File: config.mk
export PLATFORM = sky130hd
export DESIGN_NAME = zle_sched2
export DESIGN_NICKNAME = d
export VERILOG_FILES = /design/src/rtl/zle_sched2.sv
export SDC_FILE = /design/constraint.sdc
export NUM_CORES = 1
export LEC_CHECK = 0
export BUFFER_PORTS_ARGS = -buffer_cell sky130_fd_sc_hd__buf_2
export CAP_MARGIN = 10
export CORE_ASPECT_RATIO = 0.8
export CORE_MARGIN = 2
export CORE_UTILIZATION = 35
export CTS_CLUSTER_DIAMETER = 50
export DETAILED_ROUTE_END_ITERATION = 10
export PLACE_DENSITY = 0.66
export SLEW_MARGIN = 25
export SYNTH_ARGS = -nofsm -noshare
export SYNTH_HDL_FRONTEND = slang
export SYNTH_SLANG_ARGS = --single-unit
File: constraint.sdc
create_clock -name clock -period 4.7 [get_ports clock]
set_input_delay 0.94 -clock clock [delete_from_list [all_inputs] [get_ports clock]]
set_output_delay 0.94 -clock clock [all_outputs]
set_load 0.01 [all_outputs]
File: src/rtl/zle_sched2.sv
// Two-producer front end for a zero run-length encoder: muxes A/B onto one stream
// and only hands the grant over where no zero run is open inside the encoder.
module zle_sched2 #(
   parameter int W    = 3,
   parameter int MAXZ = 16,
   parameter int MAXG = 8
) (
   input  logic         clock,
   input  logic         reset,
   input  logic [W-1:0] a_d,
   input  logic         a_v,
   output logic         a_b,
   input  logic [W-1:0] b_d,
   input  logic         b_v,
   output logic         b_b,
   output logic [W-1:0] o_d,
   output logic         o_v,
   input  logic         o_b,
   output logic         o_s,
   output logic         gnt
);

   localparam int ZW = $clog2(MAXZ + 1);
   localparam int TW = $clog2(MAXG + 1);

   typedef enum logic {OWN_A = 1'b0, OWN_B = 1'b1} owner_t;

   owner_t        owner, owner_nx;
   logic          lock, lock_nx;
   logic [ZW-1:0] zrun, zrun_nx;
   logic [TW-1:0] tcnt, tcnt_nx;

   logic          own_v, oth_v, own_b, sw, xfer;
   logic [W-1:0]  own_d;

   assign own_v = (owner == OWN_B) ? b_v : a_v;
   assign oth_v = (owner == OWN_B) ? a_v : b_v;
   assign own_d = (owner == OWN_B) ? b_d : a_d;

   // Hand-over costs one bubble cycle: nothing transfers while sw is high.
   assign sw    = !reset && !lock && oth_v && (!own_v || (tcnt == TW'(MAXG)));
   assign o_v   = !reset && own_v && !sw;
   assign own_b = reset || o_b || sw;
   assign xfer  = o_v && !o_b;

   assign a_b = reset || (owner != OWN_A) || own_b;
   assign b_b = reset || (owner != OWN_B) || own_b;
   assign o_d = own_d;
   assign gnt = owner;
   assign o_s = gnt;

   always_comb begin
      owner_nx = owner;
      lock_nx  = lock;
      zrun_nx  = zrun;
      tcnt_nx  = tcnt;
      if (sw) begin
         owner_nx = (owner == OWN_A) ? OWN_B : OWN_A;
         lock_nx  = 1'b0;
         zrun_nx  = '0;
         tcnt_nx  = '0;
      end else if (xfer) begin
         if (tcnt != TW'(MAXG))
            tcnt_nx = tcnt + 1'b1;
         // A run that reaches MAXZ is flushed by the encoder, so it closes here.
         if ((own_d == '0) && (zrun != ZW'(MAXZ - 1))) begin
            zrun_nx = zrun + 1'b1;
            lock_nx = 1'b1;
         end else begin
            zrun_nx = '0;
            lock_nx = 1'b0;
         end
      end
   end

   always_ff @(posedge clock) begin
      if (reset) begin
         owner <= OWN_A;
         lock  <= 1'b0;
         zrun  <= '0;
         tcnt  <= '0;
      end else begin
         owner <= owner_nx;
         lock  <= lock_nx;
         zrun  <= zrun_nx;
         tcnt  <= tcnt_nx;
      end
   end

endmodule
==> summary.txt <==
Yosys
  • Yosys warnings: 0
  • Synthesized netlist cell count: 83
  • Mean instance size in the synthesized netlist: 9.105 um2
  • Synth cell types: 35
  • Cell area after technology mapping: 755.7 um2
  • Number of synthesized register bits: 11
  • Sequential fraction of the synthesis area: 0.2914
  • Number of nets produced by synthesis: 98

Clocking
  • Number of CTS-inserted buffers: 3
  • Setup Fix Bufs, Post-CTS: 0
  • Maximum level of the CTS H-tree: 1
  • Maximum buffer depth of the clock tree: 2
  • CTS tree: built
  • Clock latency reported for the late side of the worst-skew pair: 0.27 ns
  • Root buf cell: clkbuf_4
  • Clock sink count: 11
  • Clock transition at the register clock pins on the worst setup and hold paths after CTS: 0.07 ns
  • Count of hold-fix buffers inserted at cts: 0
  • Count of cells resized by post-cts repair: 0

Finish
  • Filler cell count: 204
  • Ant. Diodes: 0
  • Relative area change from synthesis to final layout: 15.89%
  • Number of nets in the layout: 117
  • Layout cells sized above 1: 0.3168

Pwr
  • Peak supply drop: 0.1199 mV
  • Cell Pwr Density: 227.5 mW/mm2
  • Total chip power: 0.0001992 W
  • LEAKAGE: 0.3152 nW

Timing
  • Share of the clock period used by the worst path: 0.7175
  • Top achievable clock speed: 0.2965 GHz
  • Final-layout setup total negative slack: 0 ns
  • Time the worst path needs with I/O delays and setup: 3.372 ns
  • Number of slew-limit violations in the final report: 0
  • Unrepaired setup endpoints after global routing: false
  • Hold violation total from the final report: 0
  • Layout Skew: 0.007112 ns
  • Hold Slack: 0.4836 ns
  • Rel. slew slack: 0.6398
  • Least-Margin Pin Slew: 0.5358 ns
  • Count of final setup violators: 0

Global routing
  • Maximum number of pins on one net before global-route repair: 14
  • Number of antenna violations at the first check in global routing: 0
  • Via count of the first global-routing pass: 579
  • First-pass GRT wire length: 2532 um
  • Global-route total usage across every layer: 0.1287
  • Total congestion overflow: 0

Drt
  • DRT Pass-1 Iters: 4
  • Residual antenna-violating net count after detailed routing: 0
  • Vias after detailed routing: 685
  • DRT met1 WL: 781 um
  • Max Used Layer: met4
  • Metal3 WL: 105 um
  • Detail-routed via count per cell: 5.437
  • Number of remaining DRC errors: 0
  • Drt total wl: 1567 um
  • Avg WL per Cell: 12.44 um
  • Routed length on met2: 656 um
  • DR iter-0 viols: 32

Setup path
  • Setup Crit Path Kind: input pin to output port
  • Top fanout value on the critical path: 12
  • Slowest stage delay, CP: 0.41 ns
  • Cell mode on critical path: buf_2
  • RR Startpoint: gnt
  • Crit-path leading delay family: simple AND/OR/NAND/NOR gates
  • Data arrival time of the critical path: 2.43 ns
  • Worst R2R End: zrun[2]
  • Worst Reg-to-Reg Cells: 4
  • Kind of capture point of the worst setup path: output port
  • Setup slack of the most critical reg-to-reg path: 2.60 ns
  • Cell at the slowest stage of the critical path: a2111o_1
  • Required @ worst endpoint: 3.76 ns
  • CP Launch Type: input pin
  • Count of buffering cells on the critical path with inverters included: 2
  • Critical path cell sequence: buf_2 > mux2_2 > a2111o_1 > nand2b_1 > or3b_1 > buf_2

Die
  • Placeable core region: 0.002102 mm2
  • Row count: 15
  • Width of the die: 55.95 um
  • Floorplan die height: 45.56 um
  • Initial Utilization: 0.3595
  • DIE AREA: 0.002549 mm2
  • Count of pins on the block boundary: 19

Place
  • HPWL reported at the end of detailed placement: 1168 um
  • Number of input and output port buffers inserted: 18
  • Global placer's final weighted congestion: 0.7754

Hold path
  • Hold-critical path endpoint: zrun[4]
  • Hold Crit Depth: 2
  • Worst min-delay path class: flip-flop to flip-flop
  • Source of the worst hold timing path: zrun[4]

Run
  • Max_cap viols: 0

Status
  • Run status: completed
how the worst max path moves through the flow:
stage | slack (ns) | cells past startpoint | end | from
floorplan | 1.79 | 5 | o_v | b_v
global placement | 1.37 | 6 | b_b | a_v
detailed placement | 1.35 | 6 | b_b | a_v
CTS | 1.35 | 6 | b_b | a_v
global route | 1.25 | 5 | a_b | gnt
finish | 1.33 | 6 | b_b | a_v
per-stage QoR:
step,util,setup slack (ns),std cells,area [um2]
final,0.4167,1.328,126,875.8
after global routing,0.4167,1.249,126,875.8
after CTS,0.4167,1.348,126,875.8
after detailed placement,0.4042,1.346,122,849.6
after global placement,0.4042,1.373,122,849.6
after floorplan,-,1.786,83,755.7
flip-flops by register name, summed over array words and instances (netlist names):
signal,flops
lock,1
gnt,1
tcnt,4
zrun,5
power breakdown:
group	leakage, nW	switching [W]	internal, W
logic	0.211	0.0000205	0.0000172
clock network	0.0150	0.0000308	0.0000328
registers	0.0889	0.00000326	0.0000947
cells in the mapped netlist, drive strengths merged:
library cell	instances	area (um2)
nand2	4	15.01
or4	1	7.510
a2111o	1	11.26
nand3b	3	22.52
a21oi	7	35.03
inv	6	22.52
nor4	2	33.78
or3	2	12.51
and3	1	6.260
o21ai	5	25.02
xnor2	1	8.760
nand4	1	6.260
nand4b	2	17.52
mux2i	2	20.02
buf	3	23.77
or3b	2	17.52
nand3	6	35.03
clkbuf	1	3.750
nor2	3	11.26
o32ai	2	32.53
ha	4	50.05
nand2b	3	18.77
dfxtp	11	220.2
mux2	4	52.55
a22oi	1	7.510
nor3	1	10.01
o22ai	1	6.260
o31ai	1	7.510
a211oi	2	15.01
layout by cell type, fill, tap and decap left out, types with 3 or more instances in the layout:
| cell | Yosys | final |
|---|---|---|
| a21oi_1 | 7 | 7 |
| buf_2 | 1 | 18 |
| clkbuf_4 | 0 | 3 |
| dfxtp_1 | 11 | 11 |
| ha_1 | 4 | 4 |
| inv_1 | 6 | 6 |
| nand2_1 | 4 | 4 |
| nand2b_1 | 3 | 3 |
| nand3_1 | 5 | 5 |
| nand3b_1 | 3 | 3 |
| nor2_1 | 3 | 3 |
| o21ai_0 | 5 | 5 |
worst register-to-register path: stages, from the launching register on:
cell,delay (ns)
dfxtp_1,0.60
mux2_2,0.43
a2111o_1,0.41
nand2b_1,0.37
o32ai_2,0.17
area by class of cell:
cell class              instances  area [um2]  area share
inverters                       6       22.52     0.02571
flip-flops and latches         11       220.2      0.2514
repair buffers                 18       90.09      0.1029
multi-input cells              62       485.5      0.5543
clock buffers                   4       26.28     0.03000
well taps                      25       31.28     0.03571
layer usage:
layer | GRT usage | vias to the layer above
met2 | 0.1905 | 23
met3 | 0.03409 | 4
met4 | 0.05714 | 0
li1 | - | 345
met5 | 0 | -
met1 | 0.1778 | 313
logic make-up after synthesis:
logic type	count (synthesis)	share of synthesized area
fa+ha+maj	4	0.06623
flops	11	0.2914
simple gates	31	0.2831
mux	6	0.09603
buf+inv	10	0.06621
xor+xnor	1	0.01159
compound gates	20	0.1854
No activity file was read; power rests on OpenSTA's default activity.
